File: config.mk
export PLATFORM = sky130hd
export DESIGN_NAME = uart_sample_tx_flat
export DESIGN_NICKNAME = d
export VERILOG_FILES = /design/src/rtl/uart_sample_tx_if.sv /design/src/rtl/uart_sample_tx.sv /design/src/flat_wrapper.sv
export SDC_FILE = /design/constraint.sdc
export NUM_CORES = 1
export LEC_CHECK = 0
export ABC_CLOCK_PERIOD_IN_PS = 3400
export CORE_MARGIN = 4
export CORE_UTILIZATION = 50
export DETAILED_ROUTE_END_ITERATION = 12
export GPL_ROUTABILITY_DRIVEN = 0
export GPL_TIMING_DRIVEN = 0
export PLACE_DENSITY_LB_ADDON = 0.05
export SETUP_SLACK_MARGIN = 0.05
export SLEW_MARGIN = 15
export SYNTH_ARGS = -nofsm -noshare
export SYNTH_HDL_FRONTEND = slang
export SYNTH_SLANG_ARGS = --single-unit
File: constraint.sdc
create_clock -name clk -period 3.4 [get_ports clk]
set_input_delay 0.68 -clock clk [delete_from_list [all_inputs] [get_ports clk]]
set_output_delay 0.68 -clock clk [all_outputs]
set_load 0.005 [all_outputs]
File: src/rtl/uart_sample_tx_if.sv
// Sample handshake between the audio engine and the UART serialiser.
// The engine side is the master (strobe + data); the serialiser is the slave (ready).
interface uart_sample_tx_if;
  logic [15:0] sample_in;
  logic        sample_valid;
  logic        sample_ready;

  modport master (output sample_in, output sample_valid, input sample_ready);
  modport slave  (input sample_in, input sample_valid, output sample_ready);
endinterface

File: src/rtl/uart_sample_tx.sv
// Generic synchronous FIFO with occupancy count; head word is presented combinationally.
// Latency: a push is visible at dout on the cycle after the pushing edge.
// Backpressure: push ignored when full, pop ignored when empty; caller gates with full/empty.
module fifo #(
  parameter int WIDTH = 16,
  parameter int DEPTH = 4
) (
  input  logic             clk,
  input  logic             rst,
  input  logic             push,
  input  logic [WIDTH-1:0] din,
  input  logic             pop,
  output logic [WIDTH-1:0] dout,
  output logic             full,
  output logic             empty
);
  localparam int AW = $clog2(DEPTH);
  localparam int CW = AW + 1;
  localparam logic [CW-1:0] FULL_CNT = CW'(DEPTH);

  logic [WIDTH-1:0] mem [DEPTH];
  logic [AW-1:0]    wptr, rptr;
  logic [CW-1:0]    count;
  logic             do_push, do_pop;

  assign full    = (count == FULL_CNT);
  assign empty   = (count == '0);
  assign do_push = push && !full;
  assign do_pop  = pop && !empty;
  assign dout    = mem[rptr];

  always_ff @(posedge clk) begin
    if (rst) begin
      wptr  <= '0;
      rptr  <= '0;
      count <= '0;
    end else begin
      if (do_push) begin
        mem[wptr] <= din;
        wptr      <= wptr + AW'(1);
      end
      if (do_pop) rptr <= rptr + AW'(1);
      case ({do_push, do_pop})
        2'b10:   count <= count + CW'(1);
        2'b01:   count <= count - CW'(1);
        default: count <= count;
      endcase
    end
  end
endmodule

// Queues 16-bit audio samples and sends each as an 8N1 frame: sync, MSB, LSB.
// Latency: sample written at edge N is popped at N+1; start bit appears on ftdi_tx from N+2.
// Backpressure: sample_ready drops when the FIFO is full; strobes seen then are counted in drop_cnt.
module uart_sample_tx #(
  parameter int          CLK_DIV    = 104,
  parameter logic [7:0]  SYNC_BYTE  = 8'hA5,
  parameter int          FIFO_DEPTH = 4
) (
  input  logic               clk,
  input  logic               rst,
  uart_sample_tx_if.slave    smp,
  output logic               ftdi_tx,
  output logic               busy,
  output logic [7:0]         drop_cnt
);
  localparam logic [15:0] DIV_LAST = 16'(CLK_DIV - 1);

  typedef enum logic [1:0] {IDLE, START, DATA, STOP} state_t;

  state_t      state;
  logic [15:0] timer;
  logic [2:0]  bit_idx;
  logic [1:0]  byte_idx;
  logic [7:0]  shift;
  logic [15:0] hold;

  logic        fifo_full, fifo_empty;
  logic [15:0] fifo_head;
  logic        push, pop, bit_end;

  assign bit_end          = (timer == DIV_LAST);
  assign smp.sample_ready = !fifo_full && !rst;
  assign push             = smp.sample_valid && smp.sample_ready;
  // The pop must coincide with the edge that loads hold, so it mirrors the FSM's load conditions.
  assign pop = !rst && !fifo_empty &&
               ((state == IDLE) || (state == STOP && bit_end && byte_idx == 2'd2));

  fifo #(.WIDTH(16), .DEPTH(FIFO_DEPTH)) u_fifo (
    .clk   (clk),
    .rst   (rst),
    .push  (push),
    .din   (smp.sample_in),
    .pop   (pop),
    .dout  (fifo_head),
    .full  (fifo_full),
    .empty (fifo_empty)
  );

  always_ff @(posedge clk) begin
    if (rst) begin
      state    <= IDLE;
      timer    <= '0;
      bit_idx  <= '0;
      byte_idx <= '0;
      shift    <= '0;
      hold     <= '0;
      ftdi_tx  <= 1'b1;
      busy     <= 1'b0;
      drop_cnt <= '0;
    end else begin
      // Line level follows the state one cycle later, so each bit lasts exactly CLK_DIV cycles.
      ftdi_tx <= (state == START) ? 1'b0 : (state == DATA) ? shift[0] : 1'b1;
      busy    <= !fifo_empty || (state != IDLE);
      if (smp.sample_valid && !smp.sample_ready && drop_cnt != 8'hFF)
        drop_cnt <= drop_cnt + 8'd1;

      case (state)
        IDLE: begin
          timer <= '0;
          if (!fifo_empty) begin
            hold     <= fifo_head;
            byte_idx <= 2'd0;
            shift    <= SYNC_BYTE;
            state    <= START;
          end
        end
        START: begin
          if (bit_end) begin
            timer   <= '0;
            bit_idx <= '0;
            state   <= DATA;
          end else begin
            timer <= timer + 16'd1;
          end
        end
        DATA: begin
          if (bit_end) begin
            timer <= '0;
            shift <= shift >> 1;
            if (bit_idx == 3'd7) state <= STOP;
            else bit_idx <= bit_idx + 3'd1;
          end else begin
            timer <= timer + 16'd1;
          end
        end
        STOP: begin
          if (bit_end) begin
            timer <= '0;
            if (byte_idx < 2'd2) begin
              byte_idx <= byte_idx + 2'd1;
              shift    <= (byte_idx == 2'd0) ? hold[15:8] : hold[7:0];
              state    <= START;
            end else if (!fifo_empty) begin
              hold     <= fifo_head;
              byte_idx <= 2'd0;
              shift    <= SYNC_BYTE;
              state    <= START;
            end else begin
              state <= IDLE;
            end
          end else begin
            timer <= timer + 16'd1;
          end
        end
        default: state <= IDLE;
      endcase
    end
  end
endmodule

File: src/flat_wrapper.sv
// flat-port wrapper written by rule: the top's interface ports become plain ports
module uart_sample_tx_flat 
#(
  parameter int          CLK_DIV    = 104,
  parameter logic [7:0]  SYNC_BYTE  = 8'hA5,
  parameter int          FIFO_DEPTH = 4
)
  (clk, rst, ftdi_tx, busy, drop_cnt, smp_sample_in, smp_sample_valid, smp_sample_ready);
  uart_sample_tx_if smp_i ();
  input  logic clk;
  input  logic rst;
  output logic ftdi_tx;
  output logic busy;
  output logic [7:0] drop_cnt;
  input wire logic [$bits(smp_i.sample_in)-1:0] smp_sample_in;
  input wire logic [$bits(smp_i.sample_valid)-1:0] smp_sample_valid;
  output wire logic [$bits(smp_i.sample_ready)-1:0] smp_sample_ready;
  assign smp_i.sample_in = smp_sample_in;
  assign smp_i.sample_valid = smp_sample_valid;
  assign smp_sample_ready = smp_i.sample_ready;
  uart_sample_tx #(.CLK_DIV(CLK_DIV), .SYNC_BYTE(SYNC_BYTE), .FIFO_DEPTH(FIFO_DEPTH)) u_core (.clk(clk), .rst(rst), .smp(smp_i), .ftdi_tx(ftdi_tx), .busy(busy), .drop_cnt(drop_cnt));
endmodule
==> summary.txt, run 1 <==
Worst setup path
  • Most Frequent Cell on Critical Path: clkbuf_1
  • WP data arrival: 2.34 ns
  • Crit end category: output pin
  • R2r startpoint: u_core.state[0]
  • Worst R2R Setup Slack: 0.49 ns
  • CP Class: primary input to output pin
  • Startpoint types: primary input
  • Slowest cell delay on critical path: 0.46 ns
  • Worst Setup EP: smp_sample_ready
  • Crit-path cells: clkbuf_1 -> clkbuf_1 -> buf_1 -> nor2_1 -> clkdlybuf4s50_1
  • R2r endpoint: u_core.u_fifo.count[2]
  • Worst Path Required: 2.72 ns
  • Critical path peak fanout: 10
  • Worst Setup SP: rst
  • Top Family by Delay on Critical Path: buffers and inverters
  • CP Depth: 5
  • Worst Reg-to-Reg Cells: 11
  • Slowest cell on the critical path: clkdlybuf4s50_1
  • Crit path buf inv count: 4

Synth
  • Main area contributors after synthesis: edfxtp_1, dfxtp_1, mux4_2
  • Yosys top cell by area: edfxtp_1
  • Yosys warning total: 0
  • Unique masters post-synth: 58
  • Top-count cell post-synth: dfxtp_1
  • Sequential share of the synthesized area: 57.0%
  • Avg Synthesized Cell Area: 12.4 um^2
  • Yosys top cell area share: 33.8%
  • EDFF count, synth: 64
  • Share of flip-flops with an asynchronous set or reset: 0%
  • Most common library cells after synthesis: dfxtp_1, edfxtp_1, nand2_1, mux2i_1, nor2_1
  • Simple-gate share of the synthesized area: 13.8%
  • Mux share of post-synthesis cell area: 11.5%
  • Main combinational cell family by area after synthesis: simple AND/OR/NAND/NOR gates
  • Area of the mapped netlist: 5690 um^2
  • Cells after Synth: 459
  • Complex-gate fraction of the synthesized area: 8.16%
  • Synth Register Bits: 130
  • Xor and xnor area share after synthesis: 2.16%
  • Mapped Nets: 492
  • Synth Area in Adders: 3.21%
  • Most used flip-flop cell after synthesis: dfxtp_1

CTS
  • Number of clock sinks: 130
  • Post-CTS Setup Bufs: 0
  • Num CTS Buffers: 17
  • Clk_lat worst skew: 0.42 ns
  • CTS tree: built
  • Hold-fix buffers, CTS: 0
  • Max clock buf depth: 2
  • Resized cells post-CTS: 0
  • CTS root buf: clkbuf_16
  • Clock-pin slew on the worst setup and hold paths: 0.06 ns
  • H-tree Lvls: 4

Global route
  • GRT Total Usage: 18.1%
  • Overflow after GRT: 0
  • Via count of the first global-routing pass: 3684
  • Largest net degree at the start of global routing: 17
  • First-pass GRT wire length: 18200 um
  • Antenna violations before repair: 0

Placed design
  • Post-Place Worst Slack: 0.342 ns
  • Port-buffer cells: 28
  • DP HPWL: 7160 um

Flow run
  • Max_cap viols: 0

Floorplanning
  • Height of the chip: 115 um
  • Ports: 30
  • Site Rows: 38
  • Die area: 13100 um^2
  • Starting density of the core: 51.8%
  • Core area: 11000 um^2
  • Die W: 115 um

Status
  • Status: completed

Detailed routing
  • DRT iter0 DRCs: 267
  • Via/cell ratio: 5.61
  • ANT nets after route: 0
  • Residual DRC count: 0
  • Post-DR wirelength/cell: 16.2 um
  • DR pass1 iterations: 4
  • Routed via count: 3697
  • Total Wirelength: 10700 um

STA
  • Measured slew at the worst slew-check pin: 0.897 ns
  • Layout Skew: 0.0195 ns
  • Hold Vio Cnt, Final: 0
  • F_max: 0.332 GHz
  • Setup WS post-layout: 0.384 ns
  • Setup violators final: 0
  • Setup TNS Final: 0 ns
  • Final period utilization: 88.7%
  • Fin crit period: 3.02 ns
  • Slew HR: 40.2%
  • RSZ-0062 raised after global routing: false
  • Max Slew Vio Count: 0

Min path
  • Min-delay worst type: flop to flop

Pwr
  • Peak supply drop: 0.000493 V
  • Leak: 2.33 nW
  • Power density cells: 719 nW/um^2

Finish
  • Layout area overhead: 18.4%
  • Share of layout cells above drive strength 1: 12.1%
  • NumNets Final: 539
  • # diodes: 0
  • Layout Utilization: 61.3%
-- layout by cell type, fill, tap and decap left out, types with 14 or more instances in the layout --
| cell type | n |
|---|---|
| dfxtp_1 | 66 |
| edfxtp_1 | 64 |
| nand2_1 | 53 |
| mux2i_1 | 28 |
| clkdlybuf4s50_1 | 28 |
| nor2_1 | 24 |
| a21oi_1 | 21 |
| clkbuf_16 | 17 |
| mux4_2 | 16 |
| inv_1 | 15 |
| o21ai_0 | 14 |
-- state kept, by name, indices dropped and copies added (netlist names), 2 cells and up, named ones only --
signal / cells
u_core.u_fifo.mem: 64
u_core.hold: 16
u_core.timer: 16
u_core.u_fifo.count: 3
u_core.bit_idx: 3
u_core.byte_idx: 2
u_core.state: 2
u_core.u_fifo.wptr: 2
u_core.u_fifo.rptr: 2
u_core.shift: 8
u_core.drop_cnt: 8
-- logic make-up after synthesis --
kind of cell,count (synthesis)
AOI/OAI and AO/OA,71
xor gates and xnor gates,14
adders and majority gates,14
buffers and inverters,43
DFF,130
muxes,45
and+or+nand+nor,142
-- worst min-delay path by stage --
stage | slack (ns) | depth (start not counted) | to | start
final | 0.46 | 1 | flop | u_core.u_fifo.rptr[1]
after floorplan | 0.43 | 1 | u_core.timer[0] | u_core.timer[0]
after CTS | 0.46 | 1 | flop | u_core.u_fifo.rptr[1]
after detailed placement | 0.45 | 2 | u_core.shift[0] | u_core.shift[0]
after global placement | 0.45 | 1 | u_core.timer[0] | u_core.timer[0]
after global routing | 0.49 | 1 | flop | u_core.u_fifo.rptr[1]
-- power by group --
part           internal [mW]  switching [mW]
Clock                   1.15           0.663
Sequential              1.83           0.111
Combinational          0.511           0.589
-- layer usage --
metal | GRT usage [%] | up-vias | wire length [um]
li1 | - | 1825 | -
met1 | 23.7 | 1806 | 5140
met2 | 27.7 | 50 | 5050
met3 | 4.97 | 16 | 324
met4 | 8.71 | 0 | 191
met5 | 0 | - | 0
-- worst reg2reg max path, cell delays in order (launching register included) --
cell and delay [ns]:
dfxtp_1 0.33, inv_1 0.14, ha_1 0.16, clkdlybuf4s25_2 0.37
a31oi_1 0.10, nor4_2 0.44, ha_1 0.26, inv_1 0.06
fa_1 0.37, xor2_1 0.16, or3_1 0.30, a21oi_1 0.14
-- stage by stage --
| step | power, mW | hold slack, ns | instance area [um^2] | instances |
|---|---|---|---|---|
| 6_report | 4.85 | 0.460 | 6740 | 659 |
| 4_1_cts | 4.90 | 0.464 | 6740 | 659 |
| 5_1_grt | 5.10 | 0.489 | 6740 | 659 |
| 2_1_floorplan | 2.79 | 0.426 | 5690 | 459 |
| 3_5_place_dp | 3.07 | 0.455 | 6140 | 627 |
| 3_3_place_gp | 3.05 | 0.445 | 6140 | 627 |
-- area by class of cell --
class / count / area [um^2]
multi-input cells: 286 / 2200
clock inverters: 14 / 164
flip-flops and latches: 130 / 3240
repair buffers: 28 / 280
clock buffers: 18 / 429
fillers: 883 / 4250
plain buffers: 28 / 185
inverters: 15 / 56.3
well taps: 140 / 175
No activity file was read; power rests on OpenSTA's default activity.
==> inputs of run 2 (changes only) <==
CORE_UTILIZATION = 45   (was 50)
GPL_ROUTABILITY_DRIVEN = 1   (was 0)
PLACE_DENSITY_LB_ADDON = 0.2   (was 0.05)
==> summary.txt, run 2 (synthesis gave the netlist of run 1 again) <==
Status
  • Status: completed

Finish
  • Top reg by flops: u_core.u_fifo.mem
  • Multi-input gate area: 2200 um^2
  • Layout Utilization: 55.6%
  • Top Registers: u_core.u_fifo.mem (64), u_core.hold (16), u_core.timer (16)
  • Commonest non-fill, non-tap cell in the layout: dfxtp_1
  • NumNets Final: 539
  • Max reg flops: 64
  • Most frequent cells in the layout: dfxtp_1, edfxtp_1, nand2_1
  • Storage element area: 3240 um^2
  • Post-route insts no fill: 687
  • # diodes: 0
  • Fill count: 1044
  • Share of layout cells above drive strength 1: 11.9%
  • Layout area overhead: 19.3%

Worst setup path
  • Startpoint types: primary input
  • Slowest cell delay on critical path: 0.46 ns
  • CP Class: primary input to output pin
  • Slowest cell on the critical path: clkdlybuf4s50_1
  • Most Frequent Cell on Critical Path: clkbuf_1
  • Worst Path Required: 2.72 ns
  • Crit path buf inv count: 4
  • Critical path peak fanout: 10
  • Worst R2R Setup Slack: 0.50 ns
  • Top Family by Delay on Critical Path: buffers and inverters
  • WP data arrival: 2.35 ns
  • Crit end category: output pin
  • Crit-path cells: clkbuf_1 -> clkbuf_1 -> buf_1 -> nor2_1 -> clkdlybuf4s50_1

Detailed routing
  • Residual DRC count: 0
  • Total Wirelength: 10800 um
  • DRT iter0 DRCs: 275
  • DR pass1 iterations: 4
  • Routed via count: 3672
  • ANT nets after route: 0
  • Post-DR wirelength/cell: 15.7 um
  • Via/cell ratio: 5.34

Global route
  • Antenna violations before repair: 0
  • GRT Total Usage: 16.2%
  • First-pass GRT wire length: 18500 um
  • Via count of the first global-routing pass: 3791
  • Largest net degree at the start of global routing: 17
  • Overflow after GRT: 0

CTS
  • Hold-fix buffers, CTS: 0
  • Clock-pin slew on the worst setup and hold paths: 0.05 ns
  • Max clock buf depth: 2
  • Resized cells post-CTS: 0
  • Num CTS Buffers: 17
  • CTS tree: built
  • Post-CTS Setup Bufs: 0
  • CTS root buf: clkbuf_16
  • Number of clock sinks: 130
  • Clk_lat worst skew: 0.41 ns
  • H-tree Lvls: 4

Floorplanning
  • Die W: 120 um
  • Site Rows: 40
  • Die area: 14500 um^2
  • Core area: 12200 um^2
  • Starting density of the core: 46.6%
  • Ports: 30
  • Height of the chip: 120 um

STA
  • Layout Skew: 0.00632 ns
  • Measured slew at the worst slew-check pin: 0.875 ns
  • RSZ-0062 raised after global routing: false
  • Fin crit period: 3.03 ns
  • F_max: 0.330 GHz
  • Hold Vio Cnt, Final: 0
  • Max Slew Vio Count: 0
  • Final period utilization: 89.1%
  • Setup TNS Final: 0 ns
  • Setup violators final: 0
  • Slew HR: 41.7%

Placed design
  • Port-buffer cells: 28
  • DP HPWL: 7400 um
  • Cells after DPL: 655
  • GPL Wtd Cong: 0.799

Min path
  • Min-delay worst type: flop to flop

Pwr
  • Share of total power in the clock network: 38.2%
  • Peak supply drop: 0.000539 V
  • P_sw: 1.34 mW
  • Seq pwr share: 39.5%
  • Leak: 2.34 nW
  • Sw frac: 27.3%
  • Power density cells: 722 nW/um^2
  • Gate power share: 22.3%
  • Internal: 3.56 mW

Flow run
  • Max_cap viols: 0
-- run 2: per-layer routing --
metal / track usage [%] / up-vias / part of all wire (%)
met5: 0 / - / 0
met4: 5.52 / 0 / 1.2
met3: 4.86 / 12 / 3.5
met2: 26.9 / 56 / 50
met1: 20.2 / 1790 / 46
li1: - / 1814 / -
-- run 2: final cells by class --
class                           count  area share (%)
Buffer                             28            2.73
Clock buffer                       22            6.54
Clock inverter                     10            2.40
Inverter                           15           0.830
Multi-Input combinational cell    286            32.5
Sequential cell                   130            47.8
Tap cell                          168            3.10
Timing Repair Buffer               28            4.13
-- run 2: per-stage QoR --
stage	hold WS, ns	instance area, um^2	power [mW]	setup slack [ns]
CTS	0.460	6790	4.94	0.310
floorplan	0.426	5690	2.79	0.755
finish	0.459	6790	4.90	0.371
detailed placement	0.452	6180	3.07	0.311
global route	0.491	6790	5.14	0.147
global placement	0.444	6180	3.04	0.314
-- run 2: path summary, 6_finish.rpt --
check / startpoint / endpoint / cells past startpoint
worst min-delay path: u_core.hold[7] / u_core.hold[7] / 2
worst max register to register: u_core.state[0] / u_core.u_fifo.count[2] / 11
worst min register to register: u_core.hold[7] / u_core.hold[7] / 2
worst max-delay path: rst / smp_sample_ready / 5
-- run 2: power groups by stage --
| stage | Sequential, mW | Clock [mW] | Combinational [mW] |
|---|---|---|---|
| 2_1_floorplan | 1.93 | 0 | 0.860 |
| 3_3_place_gp | 1.96 | 0 | 1.08 |
| 3_5_place_dp | 1.97 | 0 | 1.10 |
| 4_1_cts | 1.94 | 1.90 | 1.10 |
| 5_1_grt | 1.96 | 1.97 | 1.21 |
| 6_report | 1.94 | 1.87 | 1.09 |
-- run 2: worst reg2reg max path, delay by kind of cell, from the launching register on --
family	cells	cell delay (ns)
AO/OA/AOI/OAI	2	0.28
XOR/XNOR	1	0.15
adder cells (fa/ha/maj)	3	0.80
buffers and inverters	3	0.56
flip-flops	1	0.33
AND/OR/NAND/NOR	2	0.70
==> inputs of run 3 (changes only) <==
RECOVER_POWER = 25   (was not set)
==> summary.txt, run 3 (synthesis gave the netlist of run 1 again) <==
Finish
  • Top Registers: u_core.u_fifo.mem (64), u_core.hold (16), u_core.timer (16)
  • Multi-input gate area: 2200 um^2
  • Share of layout cells above drive strength 1: 11.9%
  • Max reg flops: 64
  • Post-route insts no fill: 687
  • Layout area overhead: 19.3%
  • Storage element area: 3240 um^2
  • Fill count: 1044
  • # diodes: 0
  • NumNets Final: 539
  • Top reg by flops: u_core.u_fifo.mem
  • Design Area, Final: 6790 um^2
  • Most frequent cells in the layout: dfxtp_1, edfxtp_1, nand2_1
  • Commonest non-fill, non-tap cell in the layout: dfxtp_1

Detailed routing
  • Residual DRC count: 0
  • Via/cell ratio: 5.34
  • ANT nets after route: 0
  • DRT iter0 DRCs: 275
  • Post-DR wirelength/cell: 15.7 um
  • Routed via count: 3672
  • DR pass1 iterations: 4
  • Total Wirelength: 10800 um

Pwr
  • Peak supply drop: 0.000539 V
  • Pwr Total: 4.90 mW
  • Power density cells: 721 nW/um^2
  • Leak: 2.34 nW

STA
  • RSZ-0062 raised after global routing: false
  • Setup TNS Final: 0 ns
  • Fin crit period: 3.03 ns
  • Layout Skew: 0.00632 ns
  • Max Slew Vio Count: 0
  • Setup violators final: 0
  • Final period utilization: 89.1%
  • Slew HR: 41.7%
  • Measured slew at the worst slew-check pin: 0.875 ns
  • F_max: 0.330 GHz
  • Hold Vio Cnt, Final: 0

Placed design
  • Port-buffer cells: 28
  • Cells after DPL: 655
  • DP HPWL: 7400 um
  • GPL Wtd Cong: 0.799
  • Placed inst area: 6180 um^2

Global route
  • GRT Total Usage: 16.2%
  • Via count of the first global-routing pass: 3791
  • Overflow after GRT: 0
  • Antenna violations before repair: 0
  • Largest net degree at the start of global routing: 17
  • First-pass GRT wire length: 18500 um

CTS
  • Clock-pin slew on the worst setup and hold paths: 0.05 ns
  • CTS root buf: clkbuf_16
  • Hold-fix buffers, CTS: 0
  • Clk_lat worst skew: 0.41 ns
  • CTS tree: built
  • Num CTS Buffers: 17
  • Number of clock sinks: 130
  • Max clock buf depth: 2
  • H-tree Lvls: 4
  • Post-CTS Setup Bufs: 0
  • Resized cells post-CTS: 0

Floorplanning
  • Die W: 120 um
  • Site Rows: 40
  • Ports: 30
  • Die area: 14500 um^2
  • Height of the chip: 120 um
  • Core area: 12200 um^2
  • Starting density of the core: 46.6%

Worst setup path
  • Slowest cell on the critical path: clkdlybuf4s50_1
  • Crit end category: output pin
  • Slowest cell delay on critical path: 0.46 ns
  • Worst Path Required: 2.72 ns
  • Startpoint types: primary input
  • Most Frequent Cell on Critical Path: clkbuf_1
  • Critical path peak fanout: 10
  • CP Class: primary input to output pin
  • Crit-path cells: clkbuf_1 -> clkbuf_1 -> buf_1 -> nor2_1 -> clkdlybuf4s50_1
  • WP data arrival: 2.35 ns

Status
  • Status: completed

Min path
  • Min-delay worst type: flop to flop

Flow run
  • Max_cap viols: 0
==> run 3: cell types whose count changed in the layout (fill, tap and decap cells not counted), sizes merged <==
| cell | delta |
|---|---|
| clkdlybuf4s50 | -13 |
| dlygate4sd3 | +13 |
==> run 3: final timing paths <==
check / cells after the start / slack (ns) / end / startpoint
min: 2 / 0.46 / u_core.hold[7] / u_core.hold[7]
min reg2reg: 2 / 0.46 / u_core.hold[7] / u_core.hold[7]
max reg2reg: 11 / 0.50 / u_core.u_fifo.count[2] / u_core.state[0]
max: 5 / 0.37 / smp_sample_ready / rst
==> run 3: final cells by class <==
type,count,area share (%)
clock buffer,22,6.54
timing repair buffer,28,4.13
inverter,15,0.830
multi-input combinational,286,32.5
clock inverter,10,2.40
buffer,28,2.73
sequential,130,47.8
tap,168,3.10
==> run 3: power breakdown <==
group	leakage, nW	internal [mW]	switching (mW)
logic	0.938	0.508	0.580
registers	1.12	1.83	0.111
clock network	0.288	1.23	0.645
total	2.34	3.56	1.34
==> run 3: worst max-delay path, delay by kind of cell <==
family	cells	cell delay, ns
buf+inv	4	1.57
simple gates	1	0.09
==> run 3: per-stage QoR <==
step | utilization (%) | setup WS [ns] | hold slack (ns)
final | 55.6 | 0.371 | 0.459
after global routing | 55.6 | 0.147 | 0.491
after CTS | 55.6 | 0.310 | 0.460
after detailed placement | 50.6 | 0.311 | 0.452
after global placement | 50.6 | 0.314 | 0.444
after floorplan | - | 0.755 | 0.426
==> run 3: routing by layer <==
metal / GRT usage (%) / share of wire (%) / vias to the layer above / wire (um)
li1: - / - / 1814 / -
met1: 20.2 / 46 / 1790 / 4930
met2: 26.9 / 50 / 56 / 5360
met3: 4.86 / 3.5 / 12 / 375
met4: 5.52 / 1.2 / 0 / 125
met5: 0 / 0 / - / 0
